===== src/rtl/uart_receiver_if.sv =====
// uart_receiver_if: consumer-side bundle of the UART receive stage.
//   rx_data      received byte, stable while rx_valid=1
//   rx_valid     holding register full; held until rx_ack
//   rx_ack       consumer accepts rx_data this cycle
//   busy         receiver is inside a frame
//   framing_err  one-cycle pulse: stop bit sampled low
//   overrun_err  one-cycle pulse: byte dropped because the holding register was full
// master = receiver side, slave = consumer side.
interface uart_receiver_if #(
  parameter int DBITS = 8
) ();
  logic [DBITS-1:0] rx_data;
  logic             rx_valid;
  logic             rx_ack;
  logic             busy;
  logic             framing_err;
  logic             overrun_err;

  modport master (
    output rx_data, rx_valid, busy, framing_err, overrun_err,
    input  rx_ack
  );

  modport slave (
    input  rx_data, rx_valid, busy, framing_err, overrun_err,
    output rx_ack
  );
endinterface


===== src/rtl/uart_receiver.sv =====
// uart_receiver: oversampled serial-to-parallel UART receive stage.
// Synchronises rx, validates the start bit at mid-bit, samples DBITS data bits
// LSB first at mid-bit, checks the stop bit and hands the byte to a
// valid/ack holding register.
// Ports:
//   clk_100MHz  system clock, rising edge
//   reset       synchronous, active-low
//   tick        one-cycle oversampling strobe, OS pulses per bit period
//   rx          asynchronous serial input, idle high
//   rx_if       master side of uart_receiver_if (data/valid/ack/busy/error flags)
module uart_receiver #(
  parameter int DBITS   = 8,
  parameter int OS      = 16,
  parameter int SB_TICK = 16
) (
  input  logic            clk_100MHz,
  input  logic            reset,
  input  logic            tick,
  input  logic            rx,
  uart_receiver_if.master rx_if
);

  localparam int S_MAX = (OS > SB_TICK) ? OS : SB_TICK;
  localparam int S_W   = $clog2(S_MAX);
  localparam int N_W   = (DBITS > 1) ? $clog2(DBITS) : 1;

  localparam logic [S_W-1:0] S_MID  = S_W'(OS / 2 - 1);
  localparam logic [S_W-1:0] S_BIT  = S_W'(OS - 1);
  localparam logic [S_W-1:0] S_STOP = S_W'(SB_TICK - 1);
  localparam logic [N_W-1:0] N_LAST = N_W'(DBITS - 1);

  typedef enum logic [1:0] {
    IDLE  = 2'd0,
    START = 2'd1,
    DATA  = 2'd2,
    STOP  = 2'd3
  } state_t;

  state_t           state;
  logic [S_W-1:0]   s_cnt;
  logic [N_W-1:0]   n_cnt;
  logic [DBITS-1:0] shift;

  logic             rx_p0;
  logic             rx_p1;
  logic             rx_s;

  logic [DBITS-1:0] rx_data_q;
  logic             rx_valid_q;
  logic             busy_q;
  logic             framing_err_q;
  logic             overrun_err_q;

  // Stage p0/p1: two-flop synchroniser; reset to the idle (high) line level
  always_ff @(posedge clk_100MHz) begin
    if (!reset) begin
      rx_p0 <= 1'b1;
      rx_p1 <= 1'b1;
    end else begin
      rx_p0 <= rx;
      rx_p1 <= rx_p0;
    end
  end

  assign rx_s = rx_p1;

  // Frame FSM, counters, shift register and holding register
  always_ff @(posedge clk_100MHz) begin
    if (!reset) begin
      state         <= IDLE;
      s_cnt         <= '0;
      n_cnt         <= '0;
      shift         <= '0;
      rx_data_q     <= '0;
      rx_valid_q    <= 1'b0;
      busy_q        <= 1'b0;
      framing_err_q <= 1'b0;
      overrun_err_q <= 1'b0;
    end else begin
      framing_err_q <= 1'b0;
      overrun_err_q <= 1'b0;

      // A plain ack empties the register; a good frame completing in the
      // same cycle overrides this below and reloads it instead.
      if (rx_valid_q && rx_if.rx_ack) begin
        rx_valid_q <= 1'b0;
      end

      case (state)
        IDLE: begin
          if (!rx_s) begin
            state  <= START;
            s_cnt  <= '0;
            busy_q <= 1'b1;
          end
        end

        START: begin
          if (tick) begin
            if (s_cnt == S_MID) begin
              if (!rx_s) begin
                state <= DATA;
                s_cnt <= '0;
                n_cnt <= '0;
              end else begin
                // line went back high before mid start bit: treat as a glitch
                state  <= IDLE;
                busy_q <= 1'b0;
              end
            end else begin
              s_cnt <= s_cnt + 1'b1;
            end
          end
        end

        DATA: begin
          if (tick) begin
            if (s_cnt == S_BIT) begin
              s_cnt <= '0;
              shift <= {rx_s, shift[DBITS-1:1]};
              if (n_cnt == N_LAST) begin
                state <= STOP;
              end else begin
                n_cnt <= n_cnt + 1'b1;
              end
            end else begin
              s_cnt <= s_cnt + 1'b1;
            end
          end
        end

        STOP: begin
          if (tick) begin
            if (s_cnt == S_STOP) begin
              // Leave at mid stop bit so a back-to-back start edge is not missed
              state  <= IDLE;
              busy_q <= 1'b0;
              if (rx_s) begin
                if (!rx_valid_q || rx_if.rx_ack) begin
                  rx_data_q  <= shift;
                  rx_valid_q <= 1'b1;
                end else begin
                  overrun_err_q <= 1'b1;
                end
              end else begin
                framing_err_q <= 1'b1;
              end
            end else begin
              s_cnt <= s_cnt + 1'b1;
            end
          end
        end

        default: begin
          state  <= IDLE;
          busy_q <= 1'b0;
        end
      endcase
    end
  end

  assign rx_if.rx_data     = rx_data_q;
  assign rx_if.rx_valid    = rx_valid_q;
  assign rx_if.busy        = busy_q;
  assign rx_if.framing_err = framing_err_q;
  assign rx_if.overrun_err = overrun_err_q;

endmodule


===== src/flat_wrapper.sv =====
// flat-port wrapper written by rule: the top's interface ports become plain ports
module uart_receiver_flat 
#(
  parameter int DBITS   = 8,
  parameter int OS      = 16,
  parameter int SB_TICK = 16
)
  (clk_100MHz, reset, tick, rx, rx_if_rx_data, rx_if_rx_valid, rx_if_busy, rx_if_framing_err, rx_if_overrun_err, rx_if_rx_ack);
  uart_receiver_if #(.DBITS(DBITS)) rx_if_i ();
  input  logic clk_100MHz;
  input  logic reset;
  input  logic tick;
  input  logic rx;
  output wire logic [$bits(rx_if_i.rx_data)-1:0] rx_if_rx_data;
  output wire logic [$bits(rx_if_i.rx_valid)-1:0] rx_if_rx_valid;
  output wire logic [$bits(rx_if_i.busy)-1:0] rx_if_busy;
  output wire logic [$bits(rx_if_i.framing_err)-1:0] rx_if_framing_err;
  output wire logic [$bits(rx_if_i.overrun_err)-1:0] rx_if_overrun_err;
  input wire logic [$bits(rx_if_i.rx_ack)-1:0] rx_if_rx_ack;
  assign rx_if_rx_data = rx_if_i.rx_data;
  assign rx_if_rx_valid = rx_if_i.rx_valid;
  assign rx_if_busy = rx_if_i.busy;
  assign rx_if_framing_err = rx_if_i.framing_err;
  assign rx_if_overrun_err = rx_if_i.overrun_err;
  assign rx_if_i.rx_ack = rx_if_rx_ack;
  uart_receiver #(.DBITS(DBITS), .OS(OS), .SB_TICK(SB_TICK)) u_core (.clk_100MHz(clk_100MHz), .reset(reset), .tick(tick), .rx(rx), .rx_if(rx_if_i));
endmodule

===== config.mk =====
export PLATFORM = sky130hd
export DESIGN_NAME = uart_receiver_flat
export DESIGN_NICKNAME = d
export VERILOG_FILES = /design/src/rtl/uart_receiver_if.sv /design/src/rtl/uart_receiver.sv /design/src/flat_wrapper.sv
export SDC_FILE = /design/constraint.sdc
export NUM_CORES = 1
export LEC_CHECK = 0
export BUFFER_PORTS_ARGS = -buffer_cell sky130_fd_sc_hd__buf_4
export CAP_MARGIN = 20
export CORE_ASPECT_RATIO = 0.8
export CORE_MARGIN = 2
export CORE_UTILIZATION = 60
export DETAILED_ROUTE_END_ITERATION = 12
export PLACE_DENSITY_LB_ADDON = 0.2
export SLEW_MARGIN = 5
export SYNTH_ARGS = -nofsm -noshare
export SYNTH_HDL_FRONTEND = slang
export SYNTH_SLANG_ARGS = --single-unit

===== constraint.sdc =====
create_clock -name clk_100MHz -period 5.2 [get_ports clk_100MHz]
set_input_delay 0.52 -clock clk_100MHz [delete_from_list [all_inputs] [get_ports clk_100MHz]]
set_output_delay 0.52 -clock clk_100MHz [all_outputs]
set_load 0.02 [all_outputs]

==> results.txt <==
----------------------------------------------------
[Route]
  Final antenna-violating net count ... 0
  Number of vias after detailed routing ... 1017
  Iteration count of the initial detailed-routing pass ... 4
  Total detailed-routing wirelength ... 2.45 mm
  Drc violations ... 0
  Final routed wire length divided by cell count ... 13.5 um
  Initial detailed-routing violation count ... 18
  Via count normalized by instance count ... 5.59

[Global route]
  Pin count of the biggest net entering global routing ... 36
  GRT Resource Usage Total ... 0.207
  Initial antenna violation count ... 0
  Leftover overflow at the end of global routing ... 0
  Global-route wire length before repair ... 4.02 mm
  Vias in the first global route ... 882

[Final layout]
  Antenna cell count ... 0
  Non-Filler Instances ... 182
  Share of final-layout standard cells stronger than drive strength 1 ... 0.178
  Synth-to-layout area growth ... 12.9%
  Layout Nets ... 164
  Share of the core filled with cells in the final layout ... 0.724

[Timing]
  Transition time of the tightest slew-check pin ... 0.514 ns
  Setup repair after global routing missed its margin ... no
  Tcrit/Tclk final ... 0.362
  Relative slew slack ... 0.656
  Maximum frequency from static timing analysis ... 531 MHz
  Final hold vios ... 0
  Post-Route Setup TNS ... 0 ns
  Clock period minus worst slack ... 1.88 ns
  Final setup violation count ... 0
  Final number of max-transition violations ... 0
  Worst Clk Skew ... 0.00485 ns

[Outcome]
  Run status ... finished, final reports clean

[Logic synthesis]
  Dominant cell by count in the synthesized netlist ... sky130_fd_sc_hd__dfxtp_1
  Top flip-flop cell by instance count after synthesis ... sky130_fd_sc_hd__dfxtp_1
  Count of unique library cells instantiated by Yosys ... 39
  Sequential element share of the synthesized area ... 0.444
  Total of warnings raised by yosys ... 0
  Net count of the mapped netlist ... 149
  Asr flop ratio synth ... 0
  Area of the mapped netlist ... 1400 um2
  Most area-consuming cells after synthesis ... sky130_fd_sc_hd__dfxtp_1 (44%), sky130_fd_sc_hd__mux2i_1 (14%), sky130_fd_sc_hd__nor2b_1 (9.0%)
  Synth cell count leaders ... sky130_fd_sc_hd__dfxtp_1 (31), sky130_fd_sc_hd__nor2b_1 (20), sky130_fd_sc_hd__mux2i_1 (19)
  Average cell area after synthesis ... 9.90 um2
  Post-synthesis cell type with the largest combined area ... sky130_fd_sc_hd__dfxtp_1
  FF+latch count, synth ... 31
  Area share of the largest cell type after synthesis ... 0.444
  Syn Inst Count ... 141
  Number of enable-type register cells in the synthesized netlist ... 0

[Placed design]
  Final RePlAce weighted congestion ... 0.896
  Buffers on Ports ... 16
  HPWL after DPL ... 1.72 mm
  Total placed cells including tap cells ... 174

[Critical path]
  Maximum fanout count along the critical path ... 16
  Worst EP required ... 5.42 ns
  Top cell by count, worst path ... sky130_fd_sc_hd__nor2b_1
  Series of cell instances along the critical path ... nor2b_1 -> and2_1 -> mux2i_1 -> nor2b_1
  Data arrival time of the critical path ... 2.10 ns
  Worst Path Buf+Inv ... 0
  Startpoint type of the worst setup path ... register
  WS Path Type ... register to register
  Family with the most delay on the worst path ... simple AND/OR/NAND/NOR gates
  Type of destination of the critical path ... register
  Longest individual stage delay on the worst path ... 0.64 ns
  Slowest stage cell on the critical path ... sky130_fd_sc_hd__dfxtp_1

[Clock tree]
  Clock Latency Late Sink ... 0.32 ns
  Number of CTS-inserted buffers ... 5
  TritonCTS clock tree ... yes
  Post-CTS setup repair buffer count ... 0
  Clock transition time at the flip-flop clock pins of the worst setup and hold paths ... 0.09 ns
  Quantity of hold-fixing buffers added after cts ... 0
  H-tree depth reported by CTS ... 2
  Root Buffer Master ... sky130_fd_sc_hd__clkbuf_4
  Clock buffer depth ... 2
  # clock sinks ... 31
  Gates resized, CTS repair ... 0

[Min path]
  Worst Hold Class ... input port to register

[Floorplan]
  Chip Width ... 57.9 um
  Core region area ... 2180 um2
  Die Area ... 2730 um2
  Total number of placement rows ... 15
  Initial Utilization ... 0.641
  I/O pin total ... 17
  Vertical die dimension ... 47.2 um

[Pwr]
  Power Density ... 263 nW/um2
  Static leakage power ... 0.594 nW
  Peak VDD IR ... 204 uV

[Run]
  Max-cap viol count ... 0

----------------------------------------------------
## final timing paths
kind	from	end	slack, ns	depth (start not counted)
max	register	u_core.shift[3]$_SDFFE_PN0P_	3.32	4
max reg2reg	register	u_core.shift[3]$_SDFFE_PN0P_	3.32	4
min reg2reg	u_core.rx_p0$_SDFF_PN1_	u_core.rx_p1$_SDFF_PN1_	0.42	1
min	rx	u_core.rx_p0$_SDFF_PN1_	0.37	2
## report_power, final
| group | leakage [nW] | switching (mW) | total [mW] | internal [mW] |
|---|---|---|---|---|
| logic | 0.305 | 0.00858 | 0.0162 | 0.00766 |
| clock network | 0.0386 | 0.0770 | 0.156 | 0.0795 |
| registers | 0.250 | 0.00291 | 0.242 | 0.239 |
## sequential cells by signal, summed over array words and instances, names as in the netlist, 3 cells and up, named ones only
name,count
u_core.n_cnt,3
u_core.s_cnt,4
u_core.shift,8
u_core.rx_if.rx_data,8
## cell families (layout without fill, tap and decap cells)
| family | after synthesis | count (layout) | synth area share |
|---|---|---|---|
| simple gates | 57 | 57 | 0.246 |
| flops | 31 | 31 | 0.444 |
| mux | 19 | 19 | 0.136 |
| compound gates | 17 | 17 | 0.0950 |
| buf+inv | 12 | 28 | 0.0394 |
| fa+ha+maj | 3 | 3 | 0.0269 |
| xor+xnor | 2 | 2 | 0.0125 |
## metrics by stage
step           power, mW  hold slack [ns]  area, um2  worst slack (ns)
2_1_floorplan      0.258            0.386       1400              3.56
3_3_place_gp       0.263            0.393       1510              3.41
3_5_place_dp       0.264            0.396       1510              3.34
4_1_cts            0.420            0.357       1580              3.32
5_1_grt            0.430            0.349       1580              3.20
6_report           0.415            0.371       1580              3.32
## layout make-up
cell class                 instances  area, um2
tap                               25       31.3
sequential                        31        621
multi-input combinational         98        721
timing repair buffer              16        120
inverter                           4       15.0
fill                             158        601
clock buffer                       8       68.8
## routing by layer
layer  track usage  vias to the layer above  routed length, um  part of all wire
met2         0.316                       18               1090              0.45
met1         0.266                      468               1240              0.50
li1              -                      525                  -                 -
met3        0.0661                        6                 88             0.036
met5             0                        -                  0                 0
met4         0.121                        0                 31             0.013
## cells in the final DEF, fill, tap and decap left out, types with 2 or more instances in the layout
cell type	instances
sky130_fd_sc_hd__dfxtp_1	31
sky130_fd_sc_hd__nor2b_1	20
sky130_fd_sc_hd__mux2i_1	19
sky130_fd_sc_hd__buf_4	16
sky130_fd_sc_hd__nor2_1	9
sky130_fd_sc_hd__nand2_1	8
sky130_fd_sc_hd__clkbuf_4	5
sky130_fd_sc_hd__inv_1	4
sky130_fd_sc_hd__nand3_1	4
sky130_fd_sc_hd__a21oi_1	3
sky130_fd_sc_hd__ha_1	3
sky130_fd_sc_hd__nand3b_1	2
sky130_fd_sc_hd__nand4_1	2
sky130_fd_sc_hd__and2_1	2
sky130_fd_sc_hd__nand2b_1	2
sky130_fd_sc_hd__o21ai_0	2
sky130_fd_sc_hd__clkbuf_8	2
(Power assumes the default switching activity.)
